$ cat config.mk
export PLATFORM = sky130hd
export DESIGN_NAME = data_register_flat
export DESIGN_NICKNAME = d
export VERILOG_FILES = /design/src/rtl/cpu_pkg.sv /design/src/rtl/data_register_if.sv /design/src/rtl/data_register.sv /design/src/flat_wrapper.sv
export SDC_FILE = /design/constraint.sdc
export NUM_CORES = 1
export LEC_CHECK = 0
export ABC_AREA = 1
export ABC_CLOCK_PERIOD_IN_PS = 800
export BUFFER_PORTS_ARGS = -buffer_cell sky130_fd_sc_hd__buf_4
export CAP_MARGIN = 30
export CELL_PAD_IN_SITES_DETAIL_PLACEMENT = 0
export CELL_PAD_IN_SITES_GLOBAL_PLACEMENT = 1
export CORE_MARGIN = 5
export CORE_UTILIZATION = 32
export CTS_BUF_LIST = sky130_fd_sc_hd__clkbuf_2 sky130_fd_sc_hd__clkbuf_4 sky130_fd_sc_hd__clkbuf_8
export CTS_CLUSTER_DIAMETER = 30
export CTS_CLUSTER_SIZE = 16
export DETAILED_ROUTE_END_ITERATION = 6
export PLACE_DENSITY = 0.86
export REMOVE_ABC_BUFFERS = 1
export SETUP_SLACK_MARGIN = 0.4
export SLEW_MARGIN = 20
export SYNTH_ARGS = -nofsm -noshare
export SYNTH_HDL_FRONTEND = slang
export SYNTH_SLANG_ARGS = --single-unit
$ cat constraint.sdc
create_clock -name clk -period 0.8 [get_ports clk]
set_input_delay 0.08 -clock clk [delete_from_list [all_inputs] [get_ports clk]]
set_output_delay 0.08 -clock clk [all_outputs]
set_load 0.03 [all_outputs]
$ cat src/rtl/cpu_pkg.sv
// Shared CPU datapath definitions: default word width, register operation codes
// and the even-parity helper used by parity-protected storage (REGISTER_PARITY_EN).
package cpu_pkg;

  localparam int WORD_WIDTH       = 16;
  localparam int PARITY_MAX_WIDTH = 64;

  typedef enum logic [1:0] {
    REG_HOLD,
    REG_LOAD,
    REG_CLEAR
  } reg_op_e;

  // Callers zero-extend narrower words; extra zero bits never change parity.
  function automatic logic even_parity(input logic [PARITY_MAX_WIDTH-1:0] data);
    return ^data;
  endfunction

endpackage

$ cat src/rtl/data_register_if.sv
// Data bus of a datapath storage register; the parity signals exist only when
// REGISTER_PARITY_EN is defined.
interface data_register_if
  import cpu_pkg::*;
#(
  parameter int WIDTH = WORD_WIDTH
);

  logic [WIDTH-1:0] in;
  logic             en;
  logic             clr;
  logic [WIDTH-1:0] out;
`ifdef REGISTER_PARITY_EN
  logic             par;
  logic             par_err;
`endif

`ifdef REGISTER_PARITY_EN
  modport master (output in, en, clr, input out, par, par_err);
  modport slave  (input in, en, clr, output out, par, par_err);
`else
  modport master (output in, en, clr, input out);
  modport slave  (input in, en, clr, output out);
`endif

endinterface

$ cat src/rtl/data_register.sv
// WIDTH-bit storage register with load enable and synchronous clear; optional
// stored even parity and upset detection when REGISTER_PARITY_EN is defined.
module data_register
  import cpu_pkg::*;
#(
  parameter int               WIDTH       = WORD_WIDTH,
  parameter logic [WIDTH-1:0] RESET_VALUE = '0
) (
  input logic            clk,
  input logic            reset,
  data_register_if.slave bus
);

  reg_op_e          op;
  logic [WIDTH-1:0] stored_value;

`ifdef REGISTER_PARITY_EN
  localparam logic RESET_PARITY = even_parity(PARITY_MAX_WIDTH'(RESET_VALUE));
  logic stored_par;
`endif

  // Clear outranks load enable.
  always_comb begin
    op = REG_HOLD;
    if (bus.clr) begin
      op = REG_CLEAR;
    end else if (bus.en) begin
      op = REG_LOAD;
    end
  end

  always_ff @(posedge clk or negedge reset) begin
    if (!reset) begin
      stored_value <= RESET_VALUE;
`ifdef REGISTER_PARITY_EN
      stored_par   <= RESET_PARITY;
`endif
    end else begin
      case (op)
        REG_CLEAR: begin
          stored_value <= RESET_VALUE;
`ifdef REGISTER_PARITY_EN
          stored_par   <= RESET_PARITY;
`endif
        end
        REG_LOAD: begin
          stored_value <= bus.in;
`ifdef REGISTER_PARITY_EN
          stored_par   <= even_parity(PARITY_MAX_WIDTH'(bus.in));
`endif
        end
        default: begin
          stored_value <= stored_value;
`ifdef REGISTER_PARITY_EN
          stored_par   <= stored_par;
`endif
        end
      endcase
    end
  end

  assign bus.out = stored_value;

`ifdef REGISTER_PARITY_EN
  // Recomputed from the visible word so any flipped stored bit shows up.
  assign bus.par     = stored_par;
  assign bus.par_err = even_parity(PARITY_MAX_WIDTH'(bus.out)) != stored_par;
`endif

endmodule

$ cat src/flat_wrapper.sv
// flat-port wrapper written by rule: the top's interface ports become plain ports
module data_register_flat import cpu_pkg::*;
#(
  parameter int               WIDTH       = WORD_WIDTH,
  parameter logic [WIDTH-1:0] RESET_VALUE = '0
)
  (clk, reset, bus_in, bus_en, bus_clr, bus_out);
  data_register_if #(.WIDTH(WIDTH)) bus_i ();
  input logic clk;
  input logic reset;
  input wire logic [$bits(bus_i.in)-1:0] bus_in;
  input wire logic [$bits(bus_i.en)-1:0] bus_en;
  input wire logic [$bits(bus_i.clr)-1:0] bus_clr;
  output wire logic [$bits(bus_i.out)-1:0] bus_out;
  assign bus_i.in = bus_in;
  assign bus_i.en = bus_en;
  assign bus_i.clr = bus_clr;
  assign bus_out = bus_i.out;
  data_register #(.WIDTH(WIDTH), .RESET_VALUE(RESET_VALUE)) u_core (.clk(clk), .reset(reset), .bus(bus_i));
endmodule
-- Word level (Yosys, flattened, before mapping)
Cells that the tools add are included.
- reductions and logical operators: 1
- equal/unequal tests: 2
- mux-type cells: 3
- operators with widths (operator ; count):
    $pmux 16 s2 ; 1
    $eq 2x1->1 const B ; 1
    $eq 2x2->1 const B ; 1
    $mux 2 ; 1
    $reduce_bool 2->1 ; 1
    $mux 1 ; 1
- input bits: 20
- output and inout port bits: 16
- logic and storage cells: 7
- flip-flop bits (word level): 16

-- Logic depth before layout (Yosys ltp)
- word-level depth: 4
- depth in mapped cells: 5
- depth with buffers taken out: 3

-- Worst setup path before layout
OpenSTA, ideal clock, no wires.
- path type: register to register
- from: register, netlist name u_core.bus.out[0]
- to: register u_core.stored_value[0] (netlist: u_core.bus.out[0])
- data arrival time: 611 ps
- cell stages (with the launch flop): 3
- library setup time: 118 ps
- required time: 682 ps
- period minus slack after synthesis: 729 ps
- setup slack: 71 ps
- buffers on the path: 0
- cell sequence: dfrtp_1 nand2_1 nand2_1
- RTL lines (item ; line ; source):
    end signal, assigned ; data_register.sv:47 ; stored_value <= bus.in;
    end signal, assigned ; data_register.sv:53 ; stored_value <= stored_value;
    end, declared ; data_register.sv:15 ; logic [WIDTH-1:0] stored_value;

-- Final worst setup path
- from: register u_core.stored_value[6] (netlist: u_core.bus.out[6])
- to: output bus_out[6]
- RTL lines (item ; line ; source):
    end, declared ; flat_wrapper.sv:14 ; output wire logic [$bits(bus_i.out)-1:0] bus_out;
No word-level cell between the ends.

==> metrics.md <==
| Metric | Value |
|---|---|
| CP max-delay cell | dfrtp_1 |
| Vias in the first global route | 696 |
| Fin nets | 139 |
| Worst min-delay path class | in2reg |
| Max reg flops | 16 |
| Clock sink count | 16 |
| Worst Hold Path EP | u_core.bus.out[2]$_DFFE_PN0P_ |
| Tcrit/Tclk final | 1.18 |
| Die height | 55.9 um |
| Cell area after layout | 1180 um2 |
| Synth Register Bits | 16 |
| Synth top area cells | dfrtp_1, nand2_1, nand3_1 |
| Pwr Density | 1600 nW/um2 |
| Total gr overflow | 0 |
| Post-route setup slack | -142 ps |
| Fmax | 1.06 GHz |
| Largest net degree at the start of global routing | 17 |
| Hpwl dp | 1.30 mm |
| Synth Cell Area | 674 um2 |
| Tmin final | 942 ps |
| RePlAce Congestion | 0.761 |
| CP Cell Sequence | buf_6 |
| Routed len/inst | 14.2 um |
| R2R setup slack | -30 ps |
| Setup violators final | 17 |
| Area of placed instances | 933 um2 |
| Crit-path max FO | 2 |
| Violated checks | setup timing |
| Maximum clock insertion buffer count | 2 |
| Initial Utilization | 0.340 |
| ANT nets after route | 0 |
| Worst setup SP type | flop |
| VDD IR-drop max | 0.790 mV |
| CP top delay family | flip-flops |
| Crit path from | u_core.bus.out[6]$_DFFE_PN0P_ |
| Met2 WL post-DR | 1.10 mm |
| Share of the synthesized area in the top cell type | 0.594 |
| Critical path class | reg2out |
| Mean Syn Cell Area | 9.63 um2 |
| M1 wire length | 846 um |
| Async set or reset register ratio after synthesis | 1.00 |
| Layout cell share with drive strength beyond 1 | 0.525 |
| Worst r2r src | u_core.bus.out[13]$_DFFE_PN0P_ |
| Final wirelength | 2.07 mm |
| H-tree levels | 1 |
| Maxcap violations | 0 |
| Final Max Tran Viols | 0 |
| Dpl ws | 79.9 ps |
| Routed via count | 666 |
| Initial antenna violation count | 0 |
| Worst skew pair latency | 270 ps |
| Worst relative slew slack | 0.807 |
| IO Pins | 36 |
| Slew @ Worst Pin | 289 ps |
| Layout area overhead | 75.0% |
| Required @ worst endpoint | 720 ps |
| Antenna Cells | 0 |
| Row count | 16 |
| Area leader, netlist | dfrtp_1 |
| Drt pass-1 iters | 3 |
| CP bufs+invs | 1 |
| Arrival time worst endpoint | 860 ps |
| Commonest register cell after synthesis | dfrtp_1 |
| R2R cell count | 4 |
| First-pass GRT wire length | 3.23 mm |
| Yosys warns | 0 |
| Gr usage total | 0.131 |
| Hold Path Origin | bus_in[2] |
| Max Used Layer | met4 |
| TritonCTS clock tree | built |
| Total CTS buffers | 3 |
| Netlist cell types | 9 |
| R2R Path End | u_core.bus.out[13]$_DFFE_PN0P_ |
| WHS Path Cells | 3 |
| Number of flops mapped to enable cells by yosys | 0 |
| P_leak | 0.653 nW |
| Met3 routed WL | 79 um |
| Port Buffers | 35 |
| Root buf cell | clkbuf_4 |
| Most common cell in the synthesized netlist | nand2_1 |
| Vias per std cell | 4.59 |
| DR iter-0 viols | 7 |
| Clock transition at the registers of the reported paths | 100 ps |
| Die Width | 55.9 um |
| RSZ-0062 raised after global routing | true |
| Crit end category | primary output |
| Sequential share of the synthesized area | 0.594 |
| Die Area | 3130 um2 |
| Synthesized instance count | 70 |
| DRC violations left | 0 |
| Clock skew | 0 ps |
| Commonest cells post-synth | nand2_1, dfrtp_1, nand3_1, buf_6 |
| Core Box Area | 1980 um2 |
| Max incr delay on CP | 420 ps |
| Status | complete, but fails checks |
| Final hold viol count | 0 |
## cells by family after synthesis
logic type	count (synthesis)	synth area share
simple gates	49	0.334
flops	16	0.594
buf+inv	5	0.0723
## per-stage QoR
| stage | utilization | setup TNS, ps | cells | total power, mW | hold WS [ps] |
|---|---|---|---|---|---|
| floorplan | - | 0 | 66 | 1.05 | -216 |
| global placement | 0.471 | 0 | 129 | 1.25 | -51.7 |
| detailed placement | 0.471 | 0 | 129 | 1.25 | -47.1 |
| CTS | 0.557 | -1810 | 140 | 1.85 | 21.3 |
| global route | 0.595 | -2510 | 145 | 1.99 | 5.10 |
| finish | 0.595 | -1860 | 145 | 1.89 | 11.6 |
## routing by layer
layer | up-vias | GRT usage
met5 | - | 0
met4 | 0 | 0.0610
met3 | 4 | 0.0255
met2 | 23 | 0.230
met1 | 319 | 0.152
li1 | 320 | -
## area by class of cell
cell class              instances  area, um2
fillers                       189        802
repair buffers                 48        460
flip-flops and latches         16        400
multi-input cells              49        245
clock buffers                   4       36.3
well taps                      27       33.8
inverters                       1       3.75
## how the worst max path moves through the flow
stage               slack, ps                        endpoint  cells after the start
finish                   -140                      bus_out[6]                      1
global route             -170                      bus_out[6]                      1
CTS                      -130                     bus_out[15]                      1
detailed placement         80  u_core.bus.out[13]$_DFFE_PN0P_                      4
global placement          110   u_core.bus.out[1]$_DFFE_PN0P_                      4
floorplan                  70   u_core.bus.out[0]$_DFFE_PN0P_                      2
## what timing repair did
item                                    4_1_cts  5_1_grt
setup buffers                                 6        5
pin swaps                                     1        4
gates resized for setup                      22       12
endpoints found under the hold margin        16        0
endpoints found under the setup margin       32       48
hold buffers                                  1        0
## cells in the final DEF (no fill, tap or decap)
| cell | instances |
|---|---|
| inv_2 | 1 |
| buf_6 | 26 |
| nand2_2 | 8 |
| clkbuf_4 | 3 |
| nand3_2 | 1 |
| dfrtp_1 | 16 |
| nor2_8 | 1 |
| dlygate4sd3_1 | 1 |
| nand2_1 | 24 |
| nand3_1 | 15 |
| buf_4 | 21 |
| clkbuf_8 | 1 |
## report_power, final
group	leakage (nW)	internal (mW)	switching, mW	total (mW)
logic	0.419	0.232	0.231	0.463
registers	0.213	0.853	0.0385	0.892
clock network	0.0210	0.277	0.254	0.530
(Power assumes the default switching activity.)
